### src/rtl/array_div_seq.sv
//------------------------------------------------------------------------------
// Module   : array_div_seq
// Function : Sequential 8-bit / 4-bit unsigned restoring divider. The quotient
//            is developed MSB-first, one bit per cycle, over 8 cycles. Results
//            satisfy dividend = quotient * divisor + remainder.
// Options  : DIV_ZERO_CHECK_EN - when defined, a zero divisor completes at once
//            (quotient 0xFF, remainder dividend[3:0]) and sets div_by_zero.
//            When undefined, div_by_zero is tied low and a zero divisor runs
//            the normal 8-step path.
// Revision : 1.0 - initial release
//------------------------------------------------------------------------------
`default_nettype none

module array_div_seq (
  input  logic       clk,
  input  logic       rst,
  input  logic       start,
  input  logic [7:0] dividend,
  input  logic [3:0] divisor,
  output logic [7:0] quotient,
  output logic [3:0] remainder,
  output logic       busy,
  output logic       done,
  output logic       div_by_zero
);

  typedef enum logic {
    S_IDLE = 1'b0,
    S_RUN  = 1'b1
  } state_t;

  localparam logic [2:0] c_LAST_STEP = 3'd7;

  state_t     r_state;
  logic [7:0] r_dvd;   // dividend bits shift out of the top, quotient bits in at the bottom
  logic [3:0] r_dvs;   // captured divisor
  logic [3:0] r_rem;   // partial remainder
  logic [2:0] r_cnt;   // step counter

  logic [4:0] w_trial;
  logic       w_qbit;
  logic [3:0] w_rem_next;

  // One restoring step: bring down the next dividend bit and subtract if it fits.
  // The subtraction is done modulo 16 because the true result is always < divisor.
  always_comb begin
    w_trial    = {r_rem, r_dvd[7]};
    w_qbit     = (w_trial >= {1'b0, r_dvs});
    w_rem_next = w_trial[3:0] - (w_qbit ? r_dvs : 4'd0);
  end

  // Control FSM, datapath and registered outputs.
  always_ff @(posedge clk) begin
    if (rst) begin
      r_state   <= S_IDLE;
      r_dvd     <= 8'd0;
      r_dvs     <= 4'd0;
      r_rem     <= 4'd0;
      r_cnt     <= 3'd0;
      quotient  <= 8'd0;
      remainder <= 4'd0;
      busy      <= 1'b0;
      done      <= 1'b0;
`ifdef DIV_ZERO_CHECK_EN
      div_by_zero <= 1'b0;
`endif
    end else begin
      done <= 1'b0;
      case (r_state)
        S_IDLE: begin
          if (start) begin
`ifdef DIV_ZERO_CHECK_EN
            if (divisor == 4'd0) begin
              // Zero divisor finishes immediately with the saturated result.
              quotient    <= 8'hFF;
              remainder   <= dividend[3:0];
              div_by_zero <= 1'b1;
              done        <= 1'b1;
            end else
`endif
            begin
              r_state <= S_RUN;
              busy    <= 1'b1;
              r_dvd   <= dividend;
              r_dvs   <= divisor;
              r_rem   <= 4'd0;
              r_cnt   <= 3'd0;
            end
          end
        end
        S_RUN: begin
          r_rem <= w_rem_next;
          r_dvd <= {r_dvd[6:0], w_qbit};
          r_cnt <= r_cnt + 3'd1;
          if (r_cnt == c_LAST_STEP) begin
            r_state   <= S_IDLE;
            busy      <= 1'b0;
            done      <= 1'b1;
            quotient  <= {r_dvd[6:0], w_qbit};
            remainder <= w_rem_next;
`ifdef DIV_ZERO_CHECK_EN
            div_by_zero <= 1'b0;
`endif
          end
        end
        default: r_state <= S_IDLE;
      endcase
    end
  end

`ifndef DIV_ZERO_CHECK_EN
  assign div_by_zero = 1'b0;
`endif

endmodule

`default_nettype wire
### config.mk
export PLATFORM = sky130hd
export DESIGN_NAME = array_div_seq
export DESIGN_NICKNAME = d
export VERILOG_FILES = /design/src/rtl/array_div_seq.sv
export SDC_FILE = /design/constraint.sdc
export NUM_CORES = 1
export LEC_CHECK = 0
export BUFFER_PORTS_ARGS = -buffer_cell sky130_fd_sc_hd__buf_2
export CORE_ASPECT_RATIO = 1.2
export CORE_MARGIN = 2
export CORE_UTILIZATION = 58
export CTS_CLUSTER_SIZE = 25
export DETAILED_ROUTE_END_ITERATION = 6
export PLACE_DENSITY_LB_ADDON = 0.15
export SYNTH_ARGS = -nofsm -noshare
export SYNTH_HDL_FRONTEND = slang
export SYNTH_SLANG_ARGS = --single-unit
### constraint.sdc
create_clock -name clk -period 5.8 [get_ports clk]
set_input_delay 0.29 -clock clk [delete_from_list [all_inputs] [get_ports clk]]
set_output_delay 0.29 -clock clk [all_outputs]
set_load 0.02 [all_outputs]
## Word-level counts from Yosys, hierarchy flattened

Index checks and enable logic that the tools add are counted.

- Equal/unequal tests: 3
- $add $sub $neg: 2
- Muxes and demuxes: 14
- Reduce and logical (&&, ||, !) cells: 4
- Bitwise logic cells: 1
- $lt $le $gt $ge: 1

Operator list:

| cell | number |
|---|---|
| one-hot mux 8 bit (2 select lines) | 1 |
| 2-to-1 mux 4 bit | 2 |
| 2-to-1 mux 8 bit | 1 |
| one-hot mux 4 bit (2 select lines) | 1 |
| one-hot mux 3 bit (2 select lines) | 1 |
| AND reduction 2 bit | 3 |
| greater-or-equal comparator 5 x 4 -> 1 bit | 1 |
| 2-to-1 mux 1 bit | 5 |
| one-hot mux 1 bit (2 select lines) | 2 |
| subtractor 4 bit | 1 |
| adder 3 x 1 -> 3 bit (second input constant) | 1 |
| == test 3 bit (second input constant) | 1 |
| 2-to-1 mux 3 bit | 1 |
| != test 2 x 1 -> 1 bit (second input constant) | 1 |
| != test 2 bit (second input constant) | 1 |
| OR reduction 2 bit | 1 |
| inverter 1 bit | 1 |

- Register bits after elaboration: 34

## Logic depth before layout (Yosys ltp)

Gate-level depths: netlist of run 1.

- Word-level depth: 4
- Gate-level depth with buffers: 12
- Depth with buffers taken out: 12

## Worst setup path after synthesis of run 1

OpenSTA, ideal clock, no wires.

- Path kind: register to register
- Start point: register r_dvs[3]
- End point: register remainder[3]
- Data required time: 5.677 ns
- Buffers on the path: 0
- Arrival time: 2.386 ns
- Period minus slack after synthesis: 2.509 ns
- Setup time: 0.123 ns
- Cell stages (with the launch flop): 12
- Path slack: 3.291 ns
- Cells stage by stage: dfxtp_1 -> inv_1 -> ha_1 -> nor3_1 -> a211oi_2 -> nand2_1 -> ha_1 -> nand2_1 -> o21ai_0 -> xor2_1 -> a2111oi_2 -> a311o_2

- Longest elaborated chain between the ends: 3

Ends and longest elaborated chain:

| what | line | source |
|---|---|---|
| start: declaration | 36 | `logic [3:0] r_dvs;` |
| start signal: assignment | 85 | `r_dvs <= divisor;` |
| greater-or-equal comparator 5 x 4 -> 1 bit | 48 | `w_qbit = (w_trial >= {1'b0, r_dvs});` |
| 2-to-1 mux 4 bit * | 49 | `w_rem_next = w_trial[3:0] - (w_qbit ? r_dvs : 4'd0);` |
| subtractor 4 bit * | 49 |  |
| end signal: assignment | 100 | `remainder <= w_rem_next;` |
| end: declaration | 21 | `output logic [3:0] remainder,` |

Mark *: on every way between the ends. The rest lies on a longest branch, timed or not.
A chain may end at the register's enable or synchronous reset.

## Final worst setup path of run 1

- Start point: register r_dvd[7]
- End point: register remainder[3]

- Longest elaborated chain between the ends: 3

Ends and longest elaborated chain:

| what | line | source |
|---|---|---|
| start: declaration | 35 | `logic [7:0] r_dvd;` |
| start signal: assignment | 84 | `r_dvd <= dividend;` |
| start signal: assignment | 93 | `r_dvd <= {r_dvd[6:0], w_qbit};` |
| greater-or-equal comparator 5 x 4 -> 1 bit | 48 |  |
| 2-to-1 mux 4 bit | 49 |  |
| subtractor 4 bit * | 49 |  |

Marked as above.

==> results summary, run 1 <==
The flow ran to the end, and the final reports show no timing, DRC or antenna violations. The clock tree buffer depth came out at 2. Registers take 681 um2.

The classification of the worst setup path is flip-flop to flip-flop. The area occupied by multi-input gates is 807 um2. The die extent in x came out at 51.6 um. The initial antenna violation count came out at 0.

The worst setup skew after layout is 0.00428 ns. The total chip power came out at 447 uW. The fraction of the mapped netlist area in adder cells came out at 0.0841.

The startpoint type of the worst setup path is a flip-flop. The synthesis warning total is 0. Of the total synthesized cell area, the portion taken by XOR and XNOR cells is 0.0167.

Data arrives at the worst endpoint at 3.07 ns. The fraction of synthesis flops using an asynchronous set or reset pin came out at 0. At the pin with the least slew margin, the transition time is 0.996 ns. A synthesized cell averages 8.39 um2. Excluding fillers, the count of instances in the completed layout stands at 241.

Of the total synthesized cell area, the portion taken by AND, OR, NAND and NOR gates is 0.209. The cell count after synthesis came out at 188. Buffers placed on the I/O ports in this run total 28. Headroom to the max-slew limit came out at 0.335.

The CTS buffer count is 5. The maximum fanout along the worst path is 7. The filler cells instantiated in the layout total 224. The largest stage delay on the critical path is 0.46 ns. The initial utilization of the core area, before any placement, comes to 0.618. Summed over all failing endpoints, the final setup total negative slack is 0 ns. The setup fix buffers added after clock tree synthesis is 0. Synthesis inferred 34 register bits.

In the synthesized netlist the dominant register cell turns out to be sky130_fd_sc_hd__dfxtp_1. The endpoint required time on the critical path is 6.02 ns. The cell depth of the worst hold path is 3. The cell at the slowest stage of the critical path is sky130_fd_sc_hd__a211oi_2. The max-slew violation count is 0. For this run, the top clock speed supported by timing is 351 MHz. After clock tree synthesis, the repair step resized 0 gates.

The later pin in the worst-skew pair is clocked with a latency of 0.33 ns. TritonCTS built the clock tree. In the global route stage, overall resource usage came out at 0.222. The count of nets left with antenna violations once routing finished came out at 0. The worst-case IR drop observed on VDD is 0.000211 V. In this run the standard cell core region covers 2550 um2. The register clock-pin slew on the reported worst setup and hold paths came out at 0.10 ns. The worst setup path is captured at a flip-flop. The number of global-route vias before repair is 1,186.

The number of flops mapped to enable cells by yosys is 0. The library cell used as clock root buffer is sky130_fd_sc_hd__clkbuf_4. The portion of synthesized area spent on multiplexers is 0.0635. The total power density per cell area is 256 nW/um2. The sequential element share of the synthesized area came out at 0.432.

The number of diodes came out at 0. The post-synthesis to final-layout area growth is 11.0%. The overall overflow remaining after global route came out at 0. The library cells used most frequently in the layout, excluding fill and tap cells, are sky130_fd_sc_hd__nor2_1 (36), sky130_fd_sc_hd__dfxtp_1 (34), sky130_fd_sc_hd__buf_2 (28).

Entering global routing, the biggest net connects 38 pins. The fraction of layout instances using a drive strength above 1 is 0.192. The overall die height is 61.1 um.

The count of pins on the block boundary is 30. Setup repair after global routing left no endpoint under its margin. The first global-routing pass estimated 5160 um of wire.

For this run, design rule violations remaining after detail routing come to 0. The H-tree depth came out at 2. The number of detailed-route iterations in the first pass came out at 4. The routed wirelength normalized by instance count came out at 13.3 um. The cts-stage hold buffer count is 0.

The share of the synthesized area in compound gates (AO/OA/AOI/OAI) came to 0.137. Detailed placement finished with a half-perimeter wire length of 2310 um. For this block, the initial DRC count from the detailed router was 35.

The routed via count is 1,333. Leaving out fill and tap cells, the most frequent cell in the layout is sky130_fd_sc_hd__nor2_1. The netlist uses 30 different library cells. The number of nets at the end of the flow is 234.

The post-synthesis net count is 213. Once layout is complete, the utilization of the core stands at 0.686. The post-detailed-route via-to-cell ratio came out at 5.53. The final setup violation count came out at 0. The worst slack on hold paths is 0.199 ns. The type of the tightest min-delay check is input port to flip-flop. The number of placed cells counting well taps is 235. The time the worst path needs with I/O delays and setup is 2.85 ns. The overall die area is 3150 um2. After synthesis, the largest family of logic cells by area is simple AND/OR/NAND/NOR gates. The clock net sink count came out at 34. The last weighted congestion value of the routability-driven placer came out at 0.865. The critical path goes through inv_1, ha_1, o21ai_0, a211oi_2, nand2_1, ha_1, nand2_1, o21ai_0, xor2_1, a2111oi_2, a311o_2. The max-capacitance violation count came out at 0. The final-report hold violation count is 0. Row generation in the floorplan step produced 20 rows.

The worst reg2reg path depth is 11. For this design the static power due to leakage is 0.767 nW. The cell area after technology mapping came out at 1580 um2. The overall routed net length is 3220 um. In the finished design, the share of the clock period the worst path needs comes to 0.492.
area by class of cell:
type                    count  share of cell area
multi-input cells         132               0.461
inverters                   8              0.0172
flip-flops and latches     34               0.389
repair buffers             28              0.0801
clock buffers               6              0.0293
well taps                  33              0.0236
metrics by stage:
step                      instance area, um2  setup slack, ns
final                                   1750             2.95
after global routing                    1750             2.79
after CTS                               1750             2.95
after detailed placement                1700             2.97
after global placement                  1700             3.15
after floorplan                         1580             3.29
final timing paths:
check / start / endpoint / slack [ns]
worst max-delay path: r_dvd[7] / remainder[3] / 2.95
worst min-delay path: divisor[0] / r_dvs[0] / 0.20
worst max register to register: r_dvd[7] / remainder[3] / 2.95
worst min register to register: quotient[6] / quotient[6] / 0.46
registers in the layout (all words and copies together) (netlist names):
| name | cells |
|---|---|
| busy | 1 |
| done | 1 |
| quotient | 8 |
| r_cnt | 3 |
| r_dvd | 8 |
| r_dvs | 4 |
| r_rem | 4 |
| r_state | 1 |
| remainder | 4 |
kinds of logic (layout without fill, tap and decap cells):
| group | after synthesis | in the layout |
|---|---|---|
| simple gates | 73 | 73 |
| other cells | 1 | 1 |
| flops | 34 | 34 |
| fa+ha+maj | 10 | 10 |
| xor+xnor | 3 | 3 |
| compound gates | 35 | 35 |
| buf+inv | 22 | 42 |
| mux | 10 | 10 |
routing by layer:
metal  global-route usage  part of all wire  up-vias
met3               0.0752             0.039        6
met5                    0                 0        -
met1                0.258              0.45      620
met2                0.396              0.51       39
met4               0.0564            0.0044        0
li1                     -                 -      668
synth_stat cells (2+ instances only):
| master | n | area [um2] |
|---|---|---|
| sky130_fd_sc_hd__buf_1 | 4 | 15.0 |
| sky130_fd_sc_hd__nor2_1 | 36 | 135 |
| sky130_fd_sc_hd__o21ai_0 | 2 | 10.0 |
| sky130_fd_sc_hd__nor3b_1 | 5 | 37.5 |
| sky130_fd_sc_hd__nor3_1 | 4 | 20.0 |
| sky130_fd_sc_hd__nor4_2 | 2 | 25.0 |
| sky130_fd_sc_hd__inv_1 | 8 | 30.0 |
| sky130_fd_sc_hd__nand2b_1 | 2 | 12.5 |
| sky130_fd_sc_hd__dfxtp_1 | 34 | 681 |
| sky130_fd_sc_hd__buf_2 | 2 | 10.0 |
| sky130_fd_sc_hd__mux2i_1 | 10 | 100 |
| sky130_fd_sc_hd__a21oi_1 | 25 | 125 |
| sky130_fd_sc_hd__nand2_1 | 21 | 78.8 |
| sky130_fd_sc_hd__clkbuf_1 | 7 | 26.3 |
| sky130_fd_sc_hd__xnor2_1 | 2 | 17.5 |
| sky130_fd_sc_hd__a211oi_1 | 2 | 15.0 |
| sky130_fd_sc_hd__ha_1 | 9 | 113 |
critical path, delay by kind of cell (launching register included):
family	cells	cell delay (ns)
AOI/OAI and AO/OA	5	1.21
xor gates and xnor gates	1	0.34
adders and majority gates	2	0.62
buffers and inverters	1	0.06
DFF	1	0.35
and+or+nand+nor	2	0.17
power breakdown:
group / switching (mW) / internal [mW]
registers: 0.0109 / 0.242
logic: 0.0386 / 0.0281
clock network: 0.0726 / 0.0546
total: 0.122 / 0.325
No activity file was read; power rests on OpenSTA's default activity.
==> inputs of run 2 (changes only) <==
--- a/config.mk
+++ b/config.mk
@@ -5,10 +5,11 @@
 export SDC_FILE = /design/constraint.sdc
 export NUM_CORES = 1
 export LEC_CHECK = 0
+export ABC_AREA = 1
 export BUFFER_PORTS_ARGS = -buffer_cell sky130_fd_sc_hd__buf_2
 export CORE_ASPECT_RATIO = 1.2
 export CORE_MARGIN = 2
-export CORE_UTILIZATION = 58
+export CORE_UTILIZATION = 54
 export CTS_CLUSTER_SIZE = 25
 export DETAILED_ROUTE_END_ITERATION = 6
 export PLACE_DENSITY_LB_ADDON = 0.15
==> constraint.sdc (replaced) <==
create_clock -name clk -period 2.7 [get_ports clk]
set_input_delay 0.135 -clock clk [delete_from_list [all_inputs] [get_ports clk]]
set_output_delay 0.135 -clock clk [all_outputs]
set_load 0.02 [all_outputs]
==> run 2 against run 1 <==
Effect of this change:
- wire length is 0.68% lower
- combinational power grew to 3.0 times the previous value
- fmax is 23% higher
- via count is 0.53% lower
- utilization is 4.7 points lower
- total power is 130% higher
- clock skew is 0.0034 ns higher
- flip-flop and latch count stayed put
- cell count is 9.5% higher
- sequential power is 110% higher
- sequential share of layout area is 0.63 points lower
- count of clock-buffer cells in the layout is 1 higher
- largest cell class unchanged
- largest power group unchanged
==> results summary, run 2 <==
In this run the register-to-register setup slack is 0.37 ns. Max-cap violations in this run came to 0. The worst setup skew after layout is 0.00765 ns. The count of pins on the block boundary came out at 30. The effective utilization at floorplan is 0.565. In the final layout, the registers with the most flip-flops are quotient x8, r_dvd x8. The library cell used most frequently in the layout, excluding fill and tap cells, is sky130_fd_sc_hd__nand2_1. In the final layout, flip-flops and latches occupy 681 um2. The library cells used most frequently in the layout, excluding fill and tap cells, are sky130_fd_sc_hd__nand2_1 (52), sky130_fd_sc_hd__dfxtp_1 (34), sky130_fd_sc_hd__inv_1 (32). The setup fix buffers added after clock tree synthesis came out at 0. After synthesis, the mean cell area works out to 7.94 um2. The number of nets at the end of the flow came out at 254. Walking the worst path, the cells encountered are inv_1, ha_1, inv_1, nor2_1, nand3_1, nand3_2, inv_1, nor2_1, ha_1, fa_1, or2_1, a21oi_1. The sum of negative setup slack came out at 0 ns. The number of placed cells counting well taps came out at 256.

The number of filler cells placed in the layout came out at 263. The overall die area came out at 3360 um2. The half-perimeter wire length of the detailed placement result is 2410 um. The capturing element type of the critical path is a flip-flop. The startpoint type of the worst setup path is a flip-flop. The leakage component of the power came out at 0.891 nW. The cell area that synthesis handed to floorplanning was 1570 um2.

The start point of the critical path is r_dvs[3]. The final setup violation count is 0. The starting DRC count in detailed routing came out at 27. The final-report hold violation count came out at 0. In this design, the largest share of critical-path delay is due to adder cells. The overall die height came out at 63.1 um. The initial antenna violation count is 0.

The post-detailed-route via-to-cell ratio is 5.02. The cell count after synthesis came out at 198. The insertion delay to the later sink of the worst-skew pair is 0.33 ns. The die is 53.3 um wide. The post-synthesis to final-layout area growth came out at 13.1%. The maximum fanout along the worst path came out at 5.

After floorplanning, the core was divided into 21 placement rows. The worst register-to-register path begins at r_dvs[3]. The post-synthesis net count is 223. Sorting the synthesized cells by how often they occur yields sky130_fd_sc_hd__nand2_1 (52), sky130_fd_sc_hd__dfxtp_1 (34), sky130_fd_sc_hd__inv_1 (32). After clock tree synthesis, the clock-pin slew on the worst setup and hold paths is 0.10 ns. The Yosys step of the flow raised 0 warnings. After detailed routing, the total wire length is 3190 um. The max-slew violation count is 0. The overall overflow remaining after global route came out at 0. Sorting the synthesized cells by area gives the leading types as sky130_fd_sc_hd__dfxtp_1 (43%), sky130_fd_sc_hd__nand2_1 (12%), sky130_fd_sc_hd__inv_1 (7.6%), sky130_fd_sc_hd__ha_1 (7.2%), sky130_fd_sc_hd__o21ai_0 (4.5%). The total chip power is 1.02 mW.

The portion of synthesized cell area occupied by the leading cell type came out at 0.433. The routed wirelength normalized by instance count came out at 12.1 um. Buffers placed on the I/O ports in this run total 28. The cell at the slowest stage of the critical path is sky130_fd_sc_hd__fa_1. The distinct cell type count after synthesis is 24. The fraction of synthesis flops using an asynchronous set or reset pin came out at 0. The commonest register cell after synthesis is sky130_fd_sc_hd__dfxtp_1. The final standard cell count with taps included and fillers excluded came out at 264. The time the worst path needs with I/O delays and setup is 2.33 ns. The area occupied by multi-input gates came out at 709 um2. The flow ran to the end, and the final reports show no timing, DRC or antenna violations.

The arrival time of the worst setup path came out at 2.59 ns. The fraction of layout instances using a drive strength above 1 came out at 0.222. The classification of the worst setup path is flip-flop to flip-flop. The core region area is 2790 um2. The post-route antenna net violation count is 0.

The sequential element share of the synthesized area is 0.433. The peak supply drop is 0.000450 V. The last weighted congestion value of the routability-driven placer is 0.837. The placed instances occupy a cell area of 1720 um2. In the finished design, the share of the clock period the worst path needs comes to 0.862. The routed layout has 1,326 vias. The clock net sink count came out at 34. The startpoint identified for the worst hold timing path is dividend[6]. Dividing total power by cell area gives a power density of 574 nW/um2. The clock tree buffer depth is 2.

The number of gates resized after CTS came out at 0. Setup repair after global routing left no endpoint under its margin. The synthesized design contains 34 register bits. The largest net degree at the start of global routing came out at 14. At the worst endpoint, the required time is 2.96 ns. After routing the design area is 1780 um2. The number of global-route vias before repair is 1,294. 0 antenna diodes ended up in the layout. Counting the buffers created by CTS gives 5. The cts-stage hold buffer count came out at 0. The library cell used as clock root buffer is sky130_fd_sc_hd__clkbuf_4. Yosys instantiated no cell more often than sky130_fd_sc_hd__nand2_1. TritonCTS built the clock tree.

The H-tree depth came out at 2. The first TritonRoute pass finished after 4 iterations. The cell type with the highest aggregate area in the netlist is sky130_fd_sc_hd__dfxtp_1. After global routing, the most crowded layer is met2.

In the routed design, unresolved DRC markers number 0. For met2 alone, demand over resource in global routing was 0.375. The count of buffering cells on the critical path with inverters included is 3.

On the worst path, the slowest cell contributes a delay of 0.47 ns. The number of flops mapped to enable cells by yosys is 0. The met1 layer usage reported by global route came out at 0.241. The fmax came out at 430 MHz. In the global route stage, overall resource usage came out at 0.218. The wire length of the first global-routing pass is 5350 um. The met3 global-route usage is 0.0711. The most repeated library cell on the critical path is sky130_fd_sc_hd__inv_1.

The type of the tightest min-delay check is input port to flip-flop.
[run 2: cell count changes in the layout (fill, tap and decap cells not counted), moves of 3 or more]
cell | previous run | this run
sky130_fd_sc_hd__nor3b_1 | 5 | 0
sky130_fd_sc_hd__mux2i_1 | 10 | 0
sky130_fd_sc_hd__nand3_2 | 0 | 4
sky130_fd_sc_hd__nor2_1 | 36 | 9
sky130_fd_sc_hd__nand2_1 | 21 | 52
sky130_fd_sc_hd__o21ai_0 | 2 | 14
sky130_fd_sc_hd__a21oi_1 | 25 | 11
sky130_fd_sc_hd__inv_2 | 0 | 3
sky130_fd_sc_hd__o221ai_1 | 0 | 4
sky130_fd_sc_hd__inv_1 | 8 | 32
sky130_fd_sc_hd__nor3_1 | 4 | 0
sky130_fd_sc_hd__nand3_1 | 0 | 5
[run 2: report_power, final]
group          switching (mW)  internal (mW)
registers              0.0128          0.524
logic                   0.124         0.0759
clock network           0.160          0.126
[run 2: layout make-up]
| type | instances | area share |
|---|---|---|
| sequential | 34 | 0.383 |
| clock buffer | 7 | 0.0309 |
| inverter | 35 | 0.0738 |
| timing repair buffer | 30 | 0.0872 |
| clock inverter | 1 | 0.00281 |
| tap | 34 | 0.0239 |
| multi-input combinational | 123 | 0.399 |
[run 2: worst paths after layout]
path / to / cells past startpoint
setup reg to reg: r_rem[1] / 12
setup / recovery: r_rem[1] / 12
hold / removal: r_dvd[6] / 5
hold reg to reg: remainder[3] / 2
[run 2: kinds of logic after synthesis]
logic type	count (synthesis)	share of synthesized area
buffers and inverters	41	0.116
AOI/OAI and AO/OA	34	0.129
adders and majority gates	10	0.0843
and+or+nand+nor	77	0.230
DFF	34	0.433
other	1	0.00238
xor gates and xnor gates	1	0.00557
[run 2: metrics by stage]
| step | hold WS (ns) | setup slack [ns] | utilization |
|---|---|---|---|
| 3_3_place_gp | 0.419 | 0.500 | 0.617 |
| 3_5_place_dp | 0.425 | 0.411 | 0.617 |
| 5_1_grt | 0.0847 | 0.103 | 0.639 |
| 2_1_floorplan | 0.326 | 0.614 | - |
| 4_1_cts | 0.0735 | 0.370 | 0.639 |
| 6_report | 0.0850 | 0.373 | 0.639 |
[run 2: worst reg2reg max path, cell delays in order (launching register included)]
cell and delay [ns]:
sky130_fd_sc_hd__dfxtp_1 0.39, sky130_fd_sc_hd__inv_1 0.08, sky130_fd_sc_hd__ha_1 0.31, sky130_fd_sc_hd__inv_1 0.06, sky130_fd_sc_hd__nor2_1 0.03, sky130_fd_sc_hd__nand3_1 0.08, sky130_fd_sc_hd__nand3_2 0.13, sky130_fd_sc_hd__inv_1 0.12
sky130_fd_sc_hd__nor2_1 0.05, sky130_fd_sc_hd__ha_1 0.20, sky130_fd_sc_hd__fa_1 0.47, sky130_fd_sc_hd__or2_1 0.24, sky130_fd_sc_hd__a21oi_1 0.11
[run 2: routing by layer]
| layer | vias to the layer above | wire [um] |
|---|---|---|
| met2 | 26 | 1620 |
| met1 | 608 | 1380 |
| met4 | 0 | 65 |
| met3 | 9 | 131 |
| li1 | 683 | - |
| met5 | - | 0 |
